===== config.mk =====
export PLATFORM = sky130hd
export DESIGN_NAME = cb_config_loader
export DESIGN_NICKNAME = d
export VERILOG_FILES = /design/src/rtl/cb_config_loader.sv
export SDC_FILE = /design/constraint.sdc
export NUM_CORES = 1
export LEC_CHECK = 0
export CORE_MARGIN = 5
export CORE_UTILIZATION = 60
export CTS_CLUSTER_SIZE = 14
export DETAILED_ROUTE_END_ITERATION = 7
export GPL_ROUTABILITY_DRIVEN = 0
export GPL_TIMING_DRIVEN = 0
export MAX_ROUTING_LAYER = met4
export PLACE_DENSITY = 0.95
export REMOVE_ABC_BUFFERS = 1
export SETUP_SLACK_MARGIN = 0.3
export SLEW_MARGIN = 20
export SYNTH_ARGS = -nofsm -noshare
export SYNTH_HDL_FRONTEND = slang
export SYNTH_SLANG_ARGS = --single-unit
export TNS_END_PERCENT = 100

===== constraint.sdc =====
create_clock -name clk -period 9.1 [get_ports clk]
set_input_delay 1.82 -clock clk [delete_from_list [all_inputs] [get_ports clk]]
set_output_delay 1.82 -clock clk [all_outputs]
set_load 0.1 [all_outputs]

===== src/rtl/cb_config_loader.sv =====
// Serial configuration loader: assembles bit-serial words into connection-block
// config words, checks every routing field for a legal encoding, and commits
// all words to cbconfig at once only when the whole load is legal.
module cb_config_loader #(
  parameter int unsigned CB_WIDTH = 35,
  parameter int unsigned NUM_CB   = 4
) (
  input  logic                         clk,
  input  logic                         reset,
  input  logic                         start,
  input  logic                         bit_in,
  input  logic                         bit_valid,
  output logic                         bit_ready,
  output logic [NUM_CB*CB_WIDTH-1:0]   cbconfig,
  output logic                         load_strobe,
  output logic                         busy,
  output logic                         done,
  output logic                         error,
  output logic [$clog2(NUM_CB)-1:0]    err_word,
  output logic [2:0]                   err_field
);

  localparam int unsigned FIELD_W    = 7;
  localparam int unsigned NUM_FIELDS = 5;
  localparam int unsigned WW         = $clog2(NUM_CB);
  localparam int unsigned BW         = $clog2(CB_WIDTH);

  typedef enum logic [2:0] {
    S_IDLE,
    S_SHIFT,
    S_CHECK,
    S_DONE,
    S_ERROR
  } state_t;

  state_t                      state;
  logic [CB_WIDTH-1:0]         sr;
  logic [BW-1:0]               bit_cnt;
  logic [WW-1:0]               word_cnt;
  logic [CB_WIDTH-1:0]         staging [NUM_CB];
  logic [NUM_FIELDS-1:0]       field_ok;
  logic [2:0]                  first_bad;
  logic [NUM_CB*CB_WIDTH-1:0]  commit_bus;

  // A field is off, or selects exactly one track and enables at least one BLE
  function automatic logic field_legal(input logic [FIELD_W-1:0] f);
    logic [4:0] sel;
    sel = f[5:1];
    return (f == 7'd0) ||
           ((sel != 5'd0) && ((sel & (sel - 5'd1)) == 5'd0) && (f[6] | f[0]));
  endfunction

  // Per-field legality of the assembled word; lowest illegal field wins
  always_comb begin
    field_ok  = '0;
    first_bad = '0;
    for (int f = NUM_FIELDS - 1; f >= 0; f--) begin
      field_ok[f] = field_legal(sr[f*FIELD_W +: FIELD_W]);
      if (!field_ok[f]) first_bad = 3'(f);
    end
  end

  // Commit image: staged words plus the final word still sitting in sr
  always_comb begin
    commit_bus = '0;
    for (int unsigned k = 0; k < NUM_CB; k++) begin
      commit_bus[k*CB_WIDTH +: CB_WIDTH] = (k == NUM_CB - 1) ? sr : staging[k];
    end
  end

  // Load FSM with registered outputs
  always_ff @(posedge clk) begin
    if (reset) begin
      state       <= S_IDLE;
      sr          <= '0;
      bit_cnt     <= '0;
      word_cnt    <= '0;
      cbconfig    <= '0;
      bit_ready   <= 1'b0;
      load_strobe <= 1'b0;
      busy        <= 1'b0;
      done        <= 1'b0;
      error       <= 1'b0;
      err_word    <= '0;
      err_field   <= '0;
      for (int unsigned k = 0; k < NUM_CB; k++) staging[k] <= '0;
    end else begin
      load_strobe <= 1'b0;
      case (state)
        S_IDLE, S_DONE, S_ERROR: begin
          if (start) begin
            state     <= S_SHIFT;
            bit_cnt   <= '0;
            word_cnt  <= '0;
            error     <= 1'b0;
            done      <= 1'b0;
            err_word  <= '0;
            err_field <= '0;
            bit_ready <= 1'b1;
            busy      <= 1'b1;
          end
        end
        S_SHIFT: begin
          if (bit_valid && bit_ready) begin
            sr <= {sr[CB_WIDTH-2:0], bit_in};
            if (bit_cnt == BW'(CB_WIDTH - 1)) begin
              bit_cnt   <= '0;
              bit_ready <= 1'b0;
              state     <= S_CHECK;
            end else begin
              bit_cnt <= bit_cnt + BW'(1);
            end
          end
        end
        S_CHECK: begin
          if (&field_ok) begin
            staging[word_cnt] <= sr;
            word_cnt          <= word_cnt + WW'(1);
            if (word_cnt == WW'(NUM_CB - 1)) begin
              cbconfig    <= commit_bus;
              load_strobe <= 1'b1;
              done        <= 1'b1;
              busy        <= 1'b0;
              state       <= S_DONE;
            end else begin
              bit_ready <= 1'b1;
              state     <= S_SHIFT;
            end
          end else begin
            error     <= 1'b1;
            busy      <= 1'b0;
            err_word  <= word_cnt;
            err_field <= first_bad;
            state     <= S_ERROR;
          end
        end
        default: state <= S_IDLE;
      endcase
    end
  end

endmodule

* Yosys cells after proc, flatten, opt, wreduce, memory -nomap -nowiden
Memories as Yosys holds them, arrays and structs flattened. A register that Yosys moved wholly into a read port is not among the register bits.
Cells that the tools add are included.
** Storage, ports and cells
- Output and inout port bits :: 150
- Word-level logic and storage cells :: 142
- Bits in registers :: 196
- Memories :: 1
- Input bits :: 5
- Bits in writable memories :: 140
** Operators by class
- $add $sub $neg :: 7
- Reduce and logical (&&, ||, !) cells :: 48
- Bitwise operators :: 12
- Muxes and demuxes :: 48
- Equal/unequal tests :: 14
** Memories
- staging :: depth 4, width 35, read ports 3, clocked after Yosys merged registers in 3, wr ports 4, line 40 : logic [CB_WIDTH-1:0] staging [NUM_CB];
** Operators by type and width (count)
- $logic_not 7->1 :: 5
- $mux 35 :: 1
- $reduce_or 35->1 :: 1
- $mux 3 :: 11
- $and 5x5->5 :: 5
- $logic_not 5->1 :: 5
- $reduce_bool 5->1 :: 5
- $sub 5x1->5 const B :: 5
- $mux 1 :: 19
- $mux 6 :: 3
- $reduce_and 3->1 :: 5
- $ne 2x2->1 const B :: 7
- $pmux 6 s2 :: 1
- $logic_and 1x1->1 :: 11
- $mux 2 :: 5
- $pmux 3 s3 :: 1
- $pmux 2 s2 :: 2
- $reduce_and 7->1 :: 1
- $add 6x1->6 const B :: 1
- $eq 3x2->1 const B :: 2
- $eq 6x6->1 const B :: 1
- $pmux 1 s2 :: 3
- $pmux 3 s2 :: 1
- $reduce_and 6->1 :: 1
- other kinds (16) :: 27

* Longest topological paths before layout
- Depth in word-level cells :: 13
- Mapped depth :: 10
- Gate-level depth less buffers :: 8

* Worst setup path after synthesis
Ideal clock, no wire load.
- Path type :: input to register
- From :: in reset
- To :: mem staging[0][0] (enable)
- Setup time :: 0.398 ns
- Setup slack :: 5.240 ns
- Buffers on the path :: 3
- Arrival time :: 3.462 ns
- Data required time :: 8.702 ns
- Stages on the path :: 4
- Cells stage by stage :: clkbuf_1 > clkbuf_1 > clkbuf_1 > nand2b_1
** RTL lines
- from (decl) :: line 9 : input logic reset,
- to (decl) :: line 40

==> reports/results.tsv <==
metric	value	unit
status	complete, no violations	
Area growth, synth to finish	21.8	%
n_diodes	0	
Via density	6.33	
area leader, netlist	dfxtp_1	
initial antenna violation count	0	
Clock power frac	0.422	
die width	155	um
EDFF count, synth	105	
CTS tree	done	
largest net degree at the start of global routing	119	
top-area cell type share of the netlist area	0.313	
Avg Inst Size Synth	10.3	um^2
final hold violation count	0	
fraction of registers with async set/reset	0	
drt wl/cell	20.4	um
part of the power in combinational logic	0.079	
power share of the sequential group	0.499	
Fmax	217	MHz
first-pass GRT wire length	52200	um
clock buffer depth	3	
Core Box Area	20400	um^2
endpoints failing setup	0	
CP Capture Type	flop	
min Tclk post-route	4600	ps
P per Cell Area	189	nW/um^2
Setup Fix Bufs, Post-CTS	0	
Post-CTS Resized	0	
Slew @ Worst Pin	1050	ps
Die ar.	23900	um^2
worst skew pair latency	540	ps
all-layer global routing usage	0.272	
Setup CP Type	reg2reg	
Tot Pwr	2.89	mW
die height	155	um
static leakage	4.63	nW
via count	10100	
Max-cap violations	0	
DRT Pass-1 Iters	6	
Max VDD drop	0.154	mV
sequential area share after synthesis	0.564	
Pins Over Slew Limit	0	
routed wire length	32500	um
fraction of layout cells with a size suffix above 1	0.0898	
Slew HR	0.298	
area of the mapped netlist	12500	um^2
startpoint class of the critical path	flop	
Worst EP arrival	4830	ps
Sw Ratio	0.240	
synth top area cells	dfxtp_1, edfxtp_1, o31ai_1, a21oi_1, nand4_1	
dpl hpwl	20100	um
Final period util	0.506	
Critical Path RT	9330	ps
Cell variety after synth	49	
DRT iter0 DRCs	905	
RSZ-0062 raised after global routing	no	
synthesis-stage register bit count	301	
Synth Warn #	0	
Starting Density	0.614	
vias in the first global route	9947	
# H-tree levels	1	
Switching Power	0.693	mW
CTS buffer count	30	
most instantiated cells after synthesis	dfxtp_1, a21oi_1, o31ai_1	
root buf cell	clkbuf_16	
# hold bufs at CTS	0	
Final Skew	9.24	ps
row cnt	52	
top-count cell post-synth	dfxtp_1	
Synth Flop Type	dfxtp_1	
gr ovfl total	0	
Syn Inst Count	1221	
clk sinks	301	
num ports	155	
DRC	0	
Hold Path Class	reg2reg	
Layout Utilization	0.748	
Layout Nets	1309	
ANT nets after route	0	
Reg clk slew, reported paths	60	ps
Port Buffers	154	
critical path peak fanout	62	
Cell Int Power	2.20	mW
-- metrics by stage --
stage / instances / cell area (um^2) / hold WS [ps] / setup TNS (ps) / setup WS, ps
5_1_grt: 1595 / 15300 / 487 / 0 / 4230
6_report: 1595 / 15300 / 464 / 0 / 4500
3_3_place_gp: 1522 / 13800 / 446 / -110670 / -1350
4_1_cts: 1595 / 15300 / 465 / 0 / 4490
3_5_place_dp: 1539 / 14300 / 454 / 0 / 4510
2_1_floorplan: 1098 / 11900 / 444 / 0 / 1970
-- critical path, cell delays in order (launching register included) --
cell and delay (ps):
dfxtp_1 420, o21bai_1 180, nand2_1 90, o21ai_0 90
o31ai_1 690, and3_4 760, buf_12 340, nand4b_4 640
nand2b_2 710, buf_12 270
-- flip-flops by register name (all words and copies together) (netlist names) --
signal and cells:
staging 105, done 1, load_strobe 1, err_field 3
state 3, error 1, bit_cnt 6, err_word 2
sr 35, cbconfig 140, word_cnt 2, bit_ready 1
busy 1
-- placed cells by master (no fill, tap or decap), drive strengths merged, types with 7 or more instances in the layout --
cell / instances
buf: 18
nor4: 8
mux2i: 35
edfxtp: 105
nand4: 107
dfxtp: 196
nand2b: 88
xor2: 8
nor2: 121
nor3: 7
o31ai: 109
clkdlybuf4s50: 153
inv: 8
a21oi: 151
clkbuf: 41
nand2: 87
o21ai: 9
clkinv: 11
-- kinds of logic (layout without fill, tap and decap cells) --
| kind of cell | after synthesis | in the layout | share of synthesized area |
|---|---|---|---|
| buf+inv | 130 | 234 | 0.0502 |
| flops | 301 | 301 | 0.564 |
| xor+xnor | 9 | 9 | 0.00629 |
| fa+ha+maj | 4 | 4 | 0.00389 |
| simple gates | 447 | 447 | 0.201 |
| compound gates | 295 | 295 | 0.146 |
| mux | 35 | 35 | 0.0279 |
-- final timing paths --
check | from | end | slack (ps) | cells after the start
max | sr[14] | staging[2][0] | 4500 | 9
min | cbconfig[80] | cbconfig[80] | 460 | 2
max reg2reg | sr[14] | staging[2][0] | 4500 | 9
min reg2reg | cbconfig[80] | cbconfig[80] | 460 | 2
-- layer usage --
metal	global-route usage	wire length, um	vias up	share of wire
met1	0.348	13000	4899	0.40
li1	-	-	4625	-
met5	-	0	-	0
met3	0.0291	2190	90	0.067
met4	0.0934	957	0	0.029
met2	0.455	16300	483	0.50
-- cell type report --
type                       instances  area [um^2]
clock inverter                    15          128
fill                            1354         5150
timing repair buffer             171         1920
multi-input combinational        790         4920
sequential                       301         7080
clock buffer                      41          863
inverter                           7         31.3
tap                              270          338
-- power groups by stage --
stage / Sequential [mW] / Clock (mW) / Combinational, mW
floorplan: 1.48 / 0 / 0.111
global route: 1.45 / 1.29 / 0.242
global placement: 1.47 / 0 / 0.193
detailed placement: 1.47 / 0 / 0.226
finish: 1.44 / 1.22 / 0.229
CTS: 1.44 / 1.23 / 0.227
Note: power is estimated with default switching activity, not from simulation.
